--- src/rtl/pipeline_ctrl_pkg.sv ---
// Shared definitions for the pipeline hazard controller: FSM state
// encoding, the NOP instruction pattern and register-address constants.
package pipeline_ctrl_pkg;

  // Sequencer states; the encoding is visible on the ctrl_state debug port.
  typedef enum logic [1:0] {
    ST_CLEAR   = 2'd0,
    ST_RUN     = 2'd1,
    ST_MD_WAIT = 2'd2
  } ctrl_state_e;

  // Instruction word the datapath muxes into a latch when its bubble bit is high.
  localparam logic [31:0] NOP_INSN = 32'h0000_0000;

  // Default register-address width.
  localparam int REG_AW_DFLT = 5;

  // Register 0 is hardwired to zero, so writing it never creates a hazard.
  localparam int unsigned REG_ZERO = 0;

endpackage

--- src/rtl/hazard_detect.sv ---
// Combinational load-use detector: flags when the F/D instruction reads
// the register that the load currently in D/X is about to write.
module hazard_detect
  import pipeline_ctrl_pkg::*;
#(
  parameter int REG_AW = REG_AW_DFLT
) (
  input  logic [REG_AW-1:0] fd_rs,
  input  logic [REG_AW-1:0] fd_rt,
  input  logic              fd_uses_rt,
  input  logic [REG_AW-1:0] dx_rd,
  input  logic              dx_is_load,
  output logic              load_use
);

  localparam logic [REG_AW-1:0] ZERO_ADDR = REG_AW'(REG_ZERO);

  // Compare both source operands against the load destination.
  always_comb begin
    load_use = dx_is_load && (dx_rd != ZERO_ADDR) &&
               ((fd_rs == dx_rd) || (fd_uses_rt && (fd_rt == dx_rd)));
  end

endmodule

--- src/rtl/pipeline_hazard_ctrl.sv ---
// Central pipeline sequencer: drives latch write enables and bubble selects,
// resolving load-use stalls, taken-branch flushes and mult/div freezes.
// Optional build macro HAZARD_PERF_CNT_EN adds stall/flush event counters.
// All control outputs are combinational from state and inputs; only
// ctrl_state and md_error are registered.
module pipeline_hazard_ctrl
  import pipeline_ctrl_pkg::*;
#(
  parameter int REG_AW     = REG_AW_DFLT,
  parameter int MD_TIMEOUT = 64
) (
  input  logic              clock,
  input  logic              reset_n,
  input  logic [REG_AW-1:0] fd_rs,
  input  logic [REG_AW-1:0] fd_rt,
  input  logic              fd_uses_rt,
  input  logic [REG_AW-1:0] dx_rd,
  input  logic              dx_is_load,
  input  logic              dx_is_md,
  input  logic              branch_taken,
  input  logic              md_ready,
  output logic              pc_wren,
  output logic              fd_wren,
  output logic              dx_wren,
  output logic              xm_wren,
  output logic              mw_wren,
  output logic              fd_bubble,
  output logic              dx_bubble,
  output logic              xm_bubble,
  output logic              md_start,
  output logic              md_error,
  output logic [1:0]        ctrl_state
`ifdef HAZARD_PERF_CNT_EN
  ,
  output logic [31:0]       stall_count,
  output logic [31:0]       flush_count
`endif
);

  localparam int CW = $clog2(MD_TIMEOUT + 1);
  localparam logic [CW-1:0] CNT_LAST = CW'(MD_TIMEOUT - 1);

  ctrl_state_e   state_q, state_d;
  logic [CW-1:0] md_cnt_q, md_cnt_d;
  logic          md_error_q, md_error_d;
  logic          load_use;

  hazard_detect #(.REG_AW(REG_AW)) u_hazard_detect (
    .fd_rs      (fd_rs),
    .fd_rt      (fd_rt),
    .fd_uses_rt (fd_uses_rt),
    .dx_rd      (dx_rd),
    .dx_is_load (dx_is_load),
    .load_use   (load_use)
  );

  // State, timeout counter and sticky error register.
  always_ff @(posedge clock or negedge reset_n) begin
    if (!reset_n) begin
      state_q    <= ST_CLEAR;
      md_cnt_q   <= '0;
      md_error_q <= 1'b0;
    end else begin
      state_q    <= state_d;
      md_cnt_q   <= md_cnt_d;
      md_error_q <= md_error_d;
    end
  end

  // Next-state and output decode; reset forces every latch closed and bubbled.
  always_comb begin
    state_d    = state_q;
    md_cnt_d   = md_cnt_q;
    md_error_d = md_error_q;
    pc_wren    = 1'b0;
    fd_wren    = 1'b0;
    dx_wren    = 1'b0;
    xm_wren    = 1'b0;
    mw_wren    = 1'b0;
    fd_bubble  = 1'b0;
    dx_bubble  = 1'b0;
    xm_bubble  = 1'b0;
    md_start   = 1'b0;
    case (state_q)
      ST_CLEAR: begin
        // Flush NOPs through every latch while holding the PC.
        {fd_wren, dx_wren, xm_wren, mw_wren} = 4'b1111;
        {fd_bubble, dx_bubble, xm_bubble}     = 3'b111;
        state_d = ST_RUN;
      end
      ST_RUN: begin
        if (branch_taken) begin
          // Squash the two younger instructions; the branch itself advances.
          {pc_wren, fd_wren, dx_wren, xm_wren, mw_wren} = 5'b11111;
          {fd_bubble, dx_bubble}                         = 2'b11;
        end else if (dx_is_md) begin
          md_start  = 1'b1;
          xm_wren   = 1'b1;
          mw_wren   = 1'b1;
          xm_bubble = 1'b1;
          md_cnt_d  = '0;
          state_d   = ST_MD_WAIT;
        end else if (load_use) begin
          dx_wren   = 1'b1;
          xm_wren   = 1'b1;
          mw_wren   = 1'b1;
          dx_bubble = 1'b1;
        end else begin
          {pc_wren, fd_wren, dx_wren, xm_wren, mw_wren} = 5'b11111;
        end
      end
      ST_MD_WAIT: begin
        md_cnt_d = md_cnt_q + CW'(1);
        if (md_ready || (md_cnt_q == CNT_LAST)) begin
          // Result available (or forced out): the md instruction advances.
          {pc_wren, fd_wren, dx_wren, xm_wren, mw_wren} = 5'b11111;
          state_d = ST_RUN;
          if (!md_ready) md_error_d = 1'b1;
        end else begin
          xm_wren   = 1'b1;
          mw_wren   = 1'b1;
          xm_bubble = 1'b1;
        end
      end
      default: begin
        state_d = ST_CLEAR;
      end
    endcase
    if (!reset_n) begin
      {pc_wren, fd_wren, dx_wren, xm_wren, mw_wren} = 5'b00000;
      {fd_bubble, dx_bubble, xm_bubble}             = 3'b111;
      md_start = 1'b0;
    end
  end

  assign ctrl_state = state_q;
  assign md_error   = md_error_q;

`ifdef HAZARD_PERF_CNT_EN
  logic [31:0] stall_cnt_q, flush_cnt_q;

  // Event counters: PC-hold cycles outside CLEAR, and taken-branch flushes.
  always_ff @(posedge clock or negedge reset_n) begin
    if (!reset_n) begin
      stall_cnt_q <= '0;
      flush_cnt_q <= '0;
    end else begin
      if ((state_q != ST_CLEAR) && !pc_wren) stall_cnt_q <= stall_cnt_q + 32'd1;
      if ((state_q == ST_RUN) && branch_taken) flush_cnt_q <= flush_cnt_q + 32'd1;
    end
  end

  assign stall_count = stall_cnt_q;
  assign flush_count = flush_cnt_q;
`endif

endmodule

--- config.mk ---
export PLATFORM = sky130hd
export DESIGN_NAME = pipeline_hazard_ctrl
export DESIGN_NICKNAME = d
export VERILOG_FILES = /design/src/rtl/pipeline_ctrl_pkg.sv /design/src/rtl/hazard_detect.sv /design/src/rtl/pipeline_hazard_ctrl.sv
export SDC_FILE = /design/constraint.sdc
export NUM_CORES = 1
export LEC_CHECK = 0
export ABC_CLOCK_PERIOD_IN_PS = 4100
export BUFFER_PORTS_ARGS = -buffer_cell sky130_fd_sc_hd__buf_2
export CORE_AREA = 2 2 43 45
export DETAILED_ROUTE_END_ITERATION = 12
export DIE_AREA = 0 0 45 47
export GPL_TIMING_DRIVEN = 0
export HOLD_SLACK_MARGIN = 0.03
export PLACE_DENSITY = 0.86
export SLEW_MARGIN = 20
export SYNTH_ARGS = -nofsm -noshare
export SYNTH_HDL_FRONTEND = slang
export SYNTH_SLANG_ARGS = --single-unit
--- constraint.sdc ---
create_clock -name clock -period 4.1 [get_ports clock]
set_input_delay 0.615 -clock clock [delete_from_list [all_inputs] [get_ports clock]]
set_output_delay 0.615 -clock clock [all_outputs]
set_load 0.01 [all_outputs]
==> metrics.txt <==
# TYPE chip_impl_metric gauge
chip_impl_info{name="outcome",value="complete, no violations"} 1
chip_impl_metric{name="post_synthesis_xor_xnor_area_fraction",unit="%"} 15.7
chip_impl_info{name="crit_path_start_kind",value="register"} 1
chip_impl_metric{name="tightest_slew",unit="ns"} 0.424
chip_impl_metric{name="cts_made_buffers",unit=""} 3
chip_impl_metric{name="route.detailed.wl_per_inst",unit="um"} 11.4
chip_impl_metric{name="post_synthesis_simple_gate_area_fraction",unit="%"} 21.6
chip_impl_metric{name="max_freq",unit="MHz"} 372
chip_impl_metric{name="headroom_to_the_max_slew_limit",unit="%"} 71.4
chip_impl_metric{name="power_leakage",unit="nW"} 0.521
chip_impl_metric{name="yosys.area_share.adder",unit="%"} 8.00
chip_impl_info{name="rsz0062_at_grt",value="no"} 1
chip_impl_metric{name="asyncSetResetFlopFracSynth",unit="%"} 100
chip_impl_metric{name="globalRouteTotalUtil",unit="%"} 17.3
chip_impl_metric{name="cts_sinks",unit=""} 10
chip_impl_metric{name="post-route-min-period",unit="ns"} 2.69
chip_impl_metric{name="netlist-cell-type-count",unit=""} 33
chip_impl_metric{name="insertedDiodeCount",unit=""} 0
chip_impl_metric{name="synth_warnings",unit=""} 0
chip_impl_metric{name="nets",unit=""} 156
chip_impl_metric{name="hold_violations",unit=""} 0
chip_impl_metric{name="pin_count",unit=""} 34
chip_impl_info{name="worst_setup_path_end_kind",value="output pin"} 1
chip_impl_metric{name="die_y",unit="um"} 47
chip_impl_metric{name="timing.critical_path.depth",unit=""} 7
chip_impl_metric{name="ys_seq_elements",unit=""} 10
chip_impl_info{name="tritoncts_clock_tree",value="yes"} 1
chip_impl_metric{name="vias_in_the_first_global_route",unit=""} 679
chip_impl_metric{name="clock_latency",unit="ns"} 0.26
chip_impl_metric{name="critical_path_arrival",unit="ns"} 2.07
chip_impl_metric{name="area.growth.synth_to_final",unit="%"} 26.7
chip_impl_info{name="kind_of_cell_with_the_highest_combined_delay_on_the_critical_path",value="simple AND/OR/NAND/NOR gates"} 1
chip_impl_metric{name="post-dp-hpwl",unit="um"} 1350
chip_impl_metric{name="worst_ep_required_time",unit="ns"} 3.48
chip_impl_metric{name="synth-compound-area-share",unit="%"} 15.4
chip_impl_metric{name="routabilityCongestion",unit=""} 0.795
chip_impl_metric{name="ff_to_ff_setup_slack",unit="ns"} 2.31
chip_impl_info{name="cpMaxStageDelayCell",value="or3_1"} 1
chip_impl_metric{name="finalMaxSlewViolations",unit=""} 0
chip_impl_metric{name="core_region_area",unit="um2"} 1650
chip_impl_metric{name="cts_hold_buf",unit=""} 0
chip_impl_metric{name="syn-cell-area",unit="um2"} 782
chip_impl_metric{name="cts.path.max_buffers",unit=""} 2
chip_impl_info{name="layout.cells.most_common_list",value="buf_2, xor2_1, dfrtp_1"} 1
chip_impl_metric{name="drt_wl_total",unit="um"} 1640
chip_impl_metric{name="cp_max_fo",unit=""} 7
chip_impl_metric{name="holdWs",unit="ns"} 0.237
chip_impl_metric{name="final-setup-viol-count",unit=""} 0
chip_impl_metric{name="yosys-mux-area-fraction",unit="%"} 2.56
chip_impl_metric{name="placement.setup.worst_slack",unit="ns"} 1.65
chip_impl_info{name="timing.hold.worst.class",value="in -> async"} 1
chip_impl_metric{name="grt_start_max_net_pins",unit=""} 17
chip_impl_metric{name="antenna_found_initial",unit=""} 0
chip_impl_metric{name="port_buffers",unit=""} 33
chip_impl_metric{name="postSynthNetCount",unit=""} 118
chip_impl_metric{name="fp.dieArea",unit="um2"} 2120
chip_impl_metric{name="postCtsSetupBuffers",unit=""} 0
chip_impl_info{name="synth_top_flop_cell",value="dfrtp_1"} 1
chip_impl_metric{name="die-width",unit="um"} 45
chip_impl_metric{name="syn-instance-count",unit=""} 91
chip_impl_info{name="worstPathCellList",value="inv_1 > ha_1 > inv_2 > or3_1 > and3_1 > o21ai_0 > buf_2"} 1
chip_impl_metric{name="resize_count_post_cts",unit=""} 0
chip_impl_metric{name="pwr_density_cell",unit="nW/um2"} 444
chip_impl_metric{name="final.period_utilization",unit="%"} 65.6
chip_impl_metric{name="detailedRoute.firstPassIterationCount",unit=""} 4
chip_impl_metric{name="floorplan.initialDensity",unit="%"} 47.3
chip_impl_info{name="crit-reg2reg-launch",value="ctrl_state[0]"} 1
chip_impl_metric{name="share_of_layout_cells_above_drive_strength_1",unit="%"} 32.3
chip_impl_metric{name="per_instance_average_area_after_synthesis",unit="um2"} 8.59
chip_impl_metric{name="vdd.ir_drop.worst",unit="mV"} 0.381
chip_impl_metric{name="setup_ws",unit="ns"} 1.41
chip_impl_metric{name="detail_route.vias_per_cell",unit=""} 5.19
chip_impl_metric{name="drc_errors",unit=""} 0
chip_impl_metric{name="synth-edff-count",unit=""} 0
chip_impl_metric{name="route.vias.total",unit=""} 748
chip_impl_info{name="final_common_cell",value="buf_2"} 1
chip_impl_metric{name="grt_overflow_total",unit=""} 0
chip_impl_metric{name="drt.antenna.violating_nets",unit=""} 0
chip_impl_metric{name="finClkSkew",unit="ns"} 0.00312
chip_impl_info{name="reg2reg_to",value="md_cnt_q[6]"} 1
chip_impl_metric{name="setup_total_neg_slack",unit="ns"} 0
chip_impl_metric{name="num_rows",unit=""} 15
chip_impl_metric{name="r2r.worst_path.cells",unit=""} 7
chip_impl_metric{name="layout.filler_cells",unit=""} 142
chip_impl_metric{name="drv.max_cap_violation_count",unit=""} 0
chip_impl_metric{name="grt_pass1_wl",unit="um"} 2650
chip_impl_metric{name="worst_setup_hold_path_clk_slew",unit="ns"} 0.06
chip_impl_metric{name="detail_route.iter0.violations",unit=""} 9
chip_impl_metric{name="crit_buf_inv",unit=""} 3
chip_impl_info{name="clock-root-buffer",value="clkbuf_4"} 1
chip_impl_info{name="synth_top_family_by_area",value="simple AND/OR/NAND/NOR gates"} 1
chip_impl_metric{name="cts-htree-levels",unit=""} 1
chip_impl_info{name="crit_path_start",value="ctrl_state[0]"} 1
chip_impl_metric{name="sequential_cell_area_fraction_in_the_yosys_report",unit="%"} 32.0
chip_impl_info{name="crit_path_end",value="xm_bubble"} 1
chip_impl_info{name="worst_setup_path_type",value="reg -> out"} 1
chip_impl_metric{name="cpPeakStageDelay",unit="ns"} 0.42
report_power, final:
group / leakage (nW) / internal [W] / switching [W] / total (W)
combinational: 0.371 / 0.000102 / 0.000132 / 0.000234
clock: 0.0138 / 0.0000339 / 0.0000320 / 0.0000658
sequential: 0.135 / 0.000119 / 0.0000200 / 0.000139
worst min-delay path by stage:
stage	startpoint	endpoint	slack (ns)	cells past startpoint
after floorplan	reset_n	ctrl_state[0]	0.32	0
after global placement	md_error	md_error	0.45	1
after detailed placement	md_error	md_error	0.46	1
after CTS	reset_n	md_cnt_q[4]	0.24	1
after global routing	reset_n	md_cnt_q[4]	0.26	1
final	reset_n	md_cnt_q[4]	0.24	1
cell usage after synthesis (2+ instances only):
| cell type | number | share of area, % |
|---|---|---|
| inv_1 | 7 | 3.4 |
| o21ai_0 | 7 | 4.5 |
| mux2i_1 | 2 | 2.6 |
| nor2_1 | 7 | 3.4 |
| ha_1 | 5 | 8.0 |
| and3_1 | 2 | 1.6 |
| dfrtp_1 | 10 | 32 |
| xor2_1 | 13 | 15 |
| nand4_1 | 3 | 2.4 |
| nor3b_1 | 2 | 1.9 |
| nand3_1 | 2 | 1.3 |
| a21o_1 | 2 | 1.9 |
| a21oi_1 | 2 | 1.3 |
| a31oi_1 | 2 | 1.6 |
| nand2_1 | 6 | 2.9 |
| or3_1 | 2 | 1.6 |
flip-flops by register name, indices dropped and copies added (netlist names):
signal and count:
ctrl_state 2, md_cnt_q 7, md_error 1
through the flow:
stage,utilization (%),area [um2],power (W),std cells
2_1_floorplan,-,782,0.000298,91
3_3_place_gp,58.6,968,0.000370,141
6_report,60.0,991,0.000440,144
4_1_cts,60.0,991,0.000443,144
3_5_place_dp,58.6,968,0.000373,141
5_1_grt,60.0,991,0.000474,144
logic make-up after synthesis:
| family | count (synthesis) |
|---|---|
| AND/OR/NAND/NOR | 32 |
| XOR/XNOR | 14 |
| adder cells (fa/ha/maj) | 5 |
| flip-flops | 10 |
| AO/OA/AOI/OAI | 19 |
| multiplexers | 2 |
| buffers and inverters | 9 |
metal layers:
metal	vias up	track usage [%]	routed length (um)	part of all wire (%)
li1	386	-	-	-
met1	342	21.4	734	45
met3	0	4.62	83	5.0
met5	-	0	0	0
met2	20	28.3	826	50
met4	0	8.24	0	0
area by class of cell:
cell class | instances | area [um2] | share of cell area, %
Multi-Input combinational cell | 72 | 494 | 49.9
Inverter | 8 | 30.0 | 3.03
Timing Repair Buffer | 33 | 165 | 16.7
Tap cell | 17 | 21.3 | 2.15
Buffer | 1 | 7.51 | 0.758
Sequential cell | 10 | 250 | 25.3
Clock buffer | 3 | 22.5 | 2.27
No activity file was read; power rests on OpenSTA's default activity.
